$ cat src/rtl/divider_seq_pkg.sv
// Shared constants for the sequential signed divider: state encoding and default width.
package divider_seq_pkg;

    localparam int DIV_WIDTH = 8;

    // Most negative operand value, the only dividend that can overflow the quotient.
    localparam logic [DIV_WIDTH-1:0] MIN_NEG = {1'b1, {(DIV_WIDTH-1){1'b0}}};

    typedef enum logic [1:0] {
        IDLE = 2'd0,
        DIV  = 2'd1,
        FIX  = 2'd2
    } state_t;

endpackage

$ cat src/rtl/divider_seq_div_step.sv
// One restoring-division step: shift in the next dividend bit, trial-subtract the divisor.
// Purely combinational.
module div_step
    import divider_seq_pkg::*;
#(
    parameter int WIDTH = DIV_WIDTH
) (
    input  logic [WIDTH:0]   pr_in,
    input  logic             dvd_bit,
    input  logic [WIDTH-1:0] dsr,
    output logic [WIDTH:0]   pr_out,
    output logic             q_bit
);

    logic [WIDTH+1:0] shifted;
    logic [WIDTH+1:0] diff;

    // One guard bit above the partial remainder makes the borrow the sign of the trial result.
    assign shifted = {pr_in, dvd_bit};
    assign diff    = shifted - {2'b00, dsr};
    assign q_bit   = ~diff[WIDTH+1];
    assign pr_out  = q_bit ? diff[WIDTH:0] : shifted[WIDTH:0];

endmodule

$ cat src/rtl/divider_seq.sv
// Multi-cycle signed divider (restoring, one quotient bit per cycle) with start/done handshake.
// Define DIVIDER_SAT_EN to saturate the quotient on overflow instead of wrapping.
module divider_seq
    import divider_seq_pkg::*;
#(
    parameter int WIDTH = DIV_WIDTH
) (
    input  logic             clk,
    input  logic             rst,
    input  logic             start,
    input  logic [WIDTH-1:0] a,
    input  logic [WIDTH-1:0] b,
    output logic             busy,
    output logic             done,
    output logic [WIDTH-1:0] quot,
    output logic [WIDTH-1:0] rem,
    output logic             ovf,
    output logic             dz
);

    localparam int CW = (WIDTH > 2) ? $clog2(WIDTH) : 1;
    localparam logic [WIDTH-1:0] MIN_NEG_W = {1'b1, {(WIDTH-1){1'b0}}};

    state_t           state;
    state_t           state_nxt;
    logic [CW-1:0]    cnt;
    logic [WIDTH:0]   pr;
    logic [WIDTH:0]   pr_nxt;
    logic [WIDTH-1:0] dvd;
    logic [WIDTH-1:0] dsr;
    logic             sign_q;
    logic             sign_r;
    logic             dz_pend;
    logic             ovf_pend;
    logic             q_bit;
    logic             load_div;
    logic             load_dz;
    logic             step_en;
    logic             fix_en;
    logic [WIDTH-1:0] a_mag;
    logic [WIDTH-1:0] b_mag;
    logic [WIDTH-1:0] q_fix;
    logic [WIDTH-1:0] r_fix;

    always_ff @(posedge clk) begin
        if (rst) state <= IDLE;
        else     state <= state_nxt;
    end

    always_comb begin
        state_nxt = state;
        case (state)
            IDLE:    if (start) state_nxt = (b == '0) ? FIX : DIV;
            DIV:     if (cnt == '0) state_nxt = FIX;
            FIX:     state_nxt = IDLE;
            default: state_nxt = IDLE;
        endcase
    end

    always_comb begin
        busy     = (state != IDLE);
        load_div = (state == IDLE) && start && (b != '0);
        load_dz  = (state == IDLE) && start && (b == '0);
        step_en  = (state == DIV);
        fix_en   = (state == FIX);
    end

    // Magnitudes are unsigned, so negating the most negative value still fits.
    assign a_mag = a[WIDTH-1] ? -a : a;
    assign b_mag = b[WIDTH-1] ? -b : b;

    div_step #(.WIDTH(WIDTH)) u_step (
        .pr_in   (pr),
        .dvd_bit (dvd[WIDTH-1]),
        .dsr     (dsr),
        .pr_out  (pr_nxt),
        .q_bit   (q_bit)
    );

    always_comb begin
        q_fix = sign_q ? -dvd : dvd;
`ifdef DIVIDER_SAT_EN
        if (ovf_pend) q_fix = ~MIN_NEG_W;
`endif
        r_fix = sign_r ? -pr[WIDTH-1:0] : pr[WIDTH-1:0];
    end

    // The dividend register shifts out dividend bits while shifting in quotient bits.
    always_ff @(posedge clk) begin
        if (rst) begin
            cnt      <= '0;
            pr       <= '0;
            dvd      <= '0;
            dsr      <= '0;
            sign_q   <= 1'b0;
            sign_r   <= 1'b0;
            dz_pend  <= 1'b0;
            ovf_pend <= 1'b0;
            done     <= 1'b0;
            quot     <= '0;
            rem      <= '0;
            ovf      <= 1'b0;
            dz       <= 1'b0;
        end else begin
            done <= 1'b0;
            if (load_div) begin
                dvd      <= a_mag;
                dsr      <= b_mag;
                pr       <= '0;
                cnt      <= CW'(WIDTH - 1);
                sign_q   <= a[WIDTH-1] ^ b[WIDTH-1];
                sign_r   <= a[WIDTH-1];
                dz_pend  <= 1'b0;
                ovf_pend <= (a == MIN_NEG_W) && (b == '1);
                ovf      <= 1'b0;
                dz       <= 1'b0;
            end else if (load_dz) begin
                dvd      <= a;
                dz_pend  <= 1'b1;
                ovf_pend <= 1'b0;
                ovf      <= 1'b0;
                dz       <= 1'b0;
            end
            if (step_en) begin
                pr  <= pr_nxt;
                dvd <= {dvd[WIDTH-2:0], q_bit};
                cnt <= cnt - CW'(1);
            end
            if (fix_en) begin
                done <= 1'b1;
                dz   <= dz_pend;
                ovf  <= ovf_pend;
                if (dz_pend) begin
                    quot <= '0;
                    rem  <= dvd;
                end else begin
                    quot <= q_fix;
                    rem  <= r_fix;
                end
            end
        end
    end

endmodule

$ cat config.mk
export PLATFORM = sky130hd
export DESIGN_NAME = divider_seq
export DESIGN_NICKNAME = d
export VERILOG_FILES = /design/src/rtl/divider_seq_pkg.sv /design/src/rtl/divider_seq_div_step.sv /design/src/rtl/divider_seq.sv
export SDC_FILE = /design/constraint.sdc
export NUM_CORES = 1
export LEC_CHECK = 0
export CORE_ASPECT_RATIO = 0.5
export CORE_UTILIZATION = 62
export CTS_BUF_LIST = sky130_fd_sc_hd__clkbuf_8
export DETAILED_ROUTE_END_ITERATION = 8
export GPL_TIMING_DRIVEN = 1
export PLACE_DENSITY = 0.89
export SYNTH_ARGS = -nofsm -noshare
export SYNTH_HDL_FRONTEND = slang
export SYNTH_SLANG_ARGS = --single-unit
$ cat constraint.sdc
create_clock -name clk -period 3.16 [get_ports clk]
set_input_delay 0.474 -clock clk [delete_from_list [all_inputs] [get_ports clk]]
set_output_delay 0.474 -clock clk [all_outputs]
set_load 0.02 [all_outputs]
==> results.md <==
- Status: completed
- CP Max Fanout: 4
- Clk buf depth: 2
- Setup Crit Path Kind: flop to flop
- Die Y: 52.6 µm
- Worst slew pin tran: 0.731 ns
- H-Tree Level Count: 2
- Ys async rst share: 0%
- Max Cap Violations: 0
- Slew HR: 51.3%
- Bufs and invs on worst path: 2
- Synth warnings: 0
- Syn_nets: 444
- Skew final: 0.00827 ns
- Total power draw: 1930 µW
- Top post-synthesis cells by area: dfxtp_1, nand2_1, ha_1
- Die ar.: 5440 µm²
- Layout area overhead: 15.7%
- Postcts setup bufs: 0
- Min cycle time layout: 2.64 ns
- Final Max Slew Viols: 0
- Worst-skew pair later-pin latency: 0.32 ns
- Post-layout util: 79.0%
- Drt pass-1 iters: 5
- Peak VDD IR: 0.357 mV
- CP max-delay cell: a2111oi_0
- CTS Hold Bufs: 0
- Post-synth EDFFs: 0
- Final setup vio count: 0
- GPL Wtd Cong: 0.868
- Setup TNS: 0 ns
- Crit path largest cell delay: 0.48 ns
- Syn avg cell area: 7.78 µm²
- Largest net degree at the start of global routing: 49
- Row count: 17
- # diodes: 0
- Top-count cell post-synth: dfxtp_1
- Vias/cell: 6.06
- CTS buffer count: 5
- Post-route antenna net violation count: 0
- Gate Count Post-Synth: 409
- GRT Util Overall: 31.6%
- Worst setup EP type: flop
- Fmax: 378 MHz
- Post-route insts no fill: 505
- Worst path cell trace: inv_1 > ha_1 > inv_1 > fa_1 > a21oi_1 > o21ai_1 > a2111oi_0 > a21oi_1 > a211o_1 > a31oi_1
- Commonest cells in the netlist: dfxtp_1, nand2_1, nor2_1
- Initial core utilization: 68.3%
- I/O Pins: 39
- CTS tree: built
- Final hold violations: 0
- Setup ws final: 0.517 ns
- Layout cell share with drive strength beyond 1: 4.78%
- Worst setup SP type: flop
- Core area: 4660 µm²
- DRC: 0
- Critical path arrival: 2.90 ns
- Post-synth top area cell: dfxtp_1
- Resized cells post-CTS: 0
- Pre-CTS WS: 0.367 ns
- Die Wd: 103 µm
- Post-synthesis cell type count: 48
- Power Dens Cells: 524 nW/µm²
- Placed Cells: 497
- Clock Pin Slew Worst Setup and Hold Paths: 0.10 ns
- Seq cells post-synth: 53
- Worst hold path type: flop to flop
- Post-route clock period utilization: 83.7%
- Global-route wire length before repair: 13.0 mm
- Nets: 473
- Share of the synthesized area in the top cell type: 33.4%
- RSZ-0062 raised after global routing: no
- Number of DRC markers in iteration 0: 363
- Post-DP HPWL: 5.91 mm
- Initial antenna violation count: 0
- Main synth FF type: dfxtp_1
- Routed WL per cell: 15.8 µm
- DR vias: 3062
- Gr ovfl total: 0
- Vias in the first global route: 2856
- Synthesized area: 3180 µm²
- Post-Route WL: 7.99 mm
- Root Driver: clkbuf_8
- Register area share after synthesis: 33.4%
- Largest delay contributor family on the critical path: compound AO/OA/AOI/OAI gates
- Clk sinks: 53
- Worst path required time: 3.41 ns
- Leakage: 0.00135 µW
- Port Buffers: 38
[cell families (layout without fill, tap and decap cells)]
logic type / after synthesis / in the layout / synth area share, %
AOI/OAI and AO/OA: 101 / 101 / 20.6
xor gates and xnor gates: 30 / 30 / 8.50
adders and majority gates: 16 / 16 / 6.53
buffers and inverters: 45 / 75 / 5.47
DFF: 53 / 53 / 33.4
muxes: 11 / 11 / 3.46
and+or+nand+nor: 153 / 153 / 22.1
[per-stage QoR]
step,instance area (µm²),hold slack [ns]
2_1_floorplan,3180,0.432
3_3_place_gp,3590,0.442
3_5_place_dp,3590,0.449
4_1_cts,3680,0.461
5_1_grt,3680,0.487
6_report,3680,0.459
[final timing paths]
| check | from | to | slack (ns) | cells after the start |
|---|---|---|---|---|
| worst max register to register | dvd[7] | pr[8] | 0.52 | 10 |
| worst min-delay path | rem[5] | rem[5] | 0.46 | 2 |
| worst max-delay path | dvd[7] | pr[8] | 0.52 | 10 |
| worst min register to register | rem[5] | rem[5] | 0.46 | 2 |
[routing by layer]
| metal | track usage [%] | wire [µm] | up-vias |
|---|---|---|---|
| li1 | - | - | 1481 |
| met1 | 40.4 | 3530 | 1407 |
| met2 | 52.6 | 3650 | 155 |
| met3 | 6.67 | 701 | 19 |
| met4 | 12.7 | 111 | 0 |
| met5 | 0 | 0 | - |
[worst register-to-register path, stage by stage (launching register included)]
cell and delay [ns]:
dfxtp_1 0.33, inv_1 0.18, ha_1 0.21, inv_1 0.06, fa_1 0.40, a21oi_1 0.22, o21ai_1 0.11, a2111oi_0 0.48
a21oi_1 0.16, a211o_1 0.29, a31oi_1 0.14
[cells in the final DEF (no fill, tap or decap), types with 2 or more instances in the layout]
cell type / netlist / final
dfxtp_1: 53 / 53
nand2_1: 51 / 51
nor2_1: 44 / 44
clkdlybuf4s50_1: 0 / 38
a21oi_1: 30 / 30
inv_1: 25 / 26
xnor2_1: 19 / 19
ha_1: 15 / 15
o21ai_0: 13 / 13
nor3_1: 12 / 12
nand3_1: 12 / 12
mux2i_1: 11 / 11
a211oi_1: 11 / 11
xor2_1: 10 / 10
o21ai_1: 10 / 10
a22oi_1: 9 / 9
nand2b_1: 7 / 7
or3_1: 7 / 7
nor2b_1: 6 / 6
o31ai_1: 5 / 5
clkbuf_8: 0 / 5
a31oi_1: 4 / 4
buf_4: 1 / 4
nor4_1: 3 / 3
a21boi_0: 3 / 3
o211ai_1: 3 / 3
a21oi_2: 3 / 3
nor4b_1: 2 / 2
nand4_1: 2 / 2
and3_1: 2 / 2
clkinvlp_4: 0 / 2
[final cells by class]
type / instances / area (µm²)
multi-input cells: 311 / 1950
flip-flops and latches: 53 / 1060
fillers: 339 / 977
repair buffers: 42 / 410
inverters: 25 / 93.8
well taps: 66 / 82.6
clock buffers: 5 / 68.8
clock inverters: 3 / 18.8
[sequential cells by signal, summed over array words and instances, names as in the netlist]
| register | count |
|---|---|
| ovf_pend | 1 |
| pr | 9 |
| done | 1 |
| quot | 8 |
| ovf | 1 |
| dsr | 8 |
| rem | 8 |
| cnt | 3 |
| dvd | 8 |
| state | 2 |
| sign_q | 1 |
| dz_pend | 1 |
| sign_r | 1 |
| dz | 1 |
[power breakdown]
part,switching (µW),internal [µW],leakage [µW]
clock,235,154,0.0000416
sequential,85.0,720,0.000432
combinational,410,326,0.000874
total,730,1200,0.00135
No activity file was read; power rests on OpenSTA's default activity.
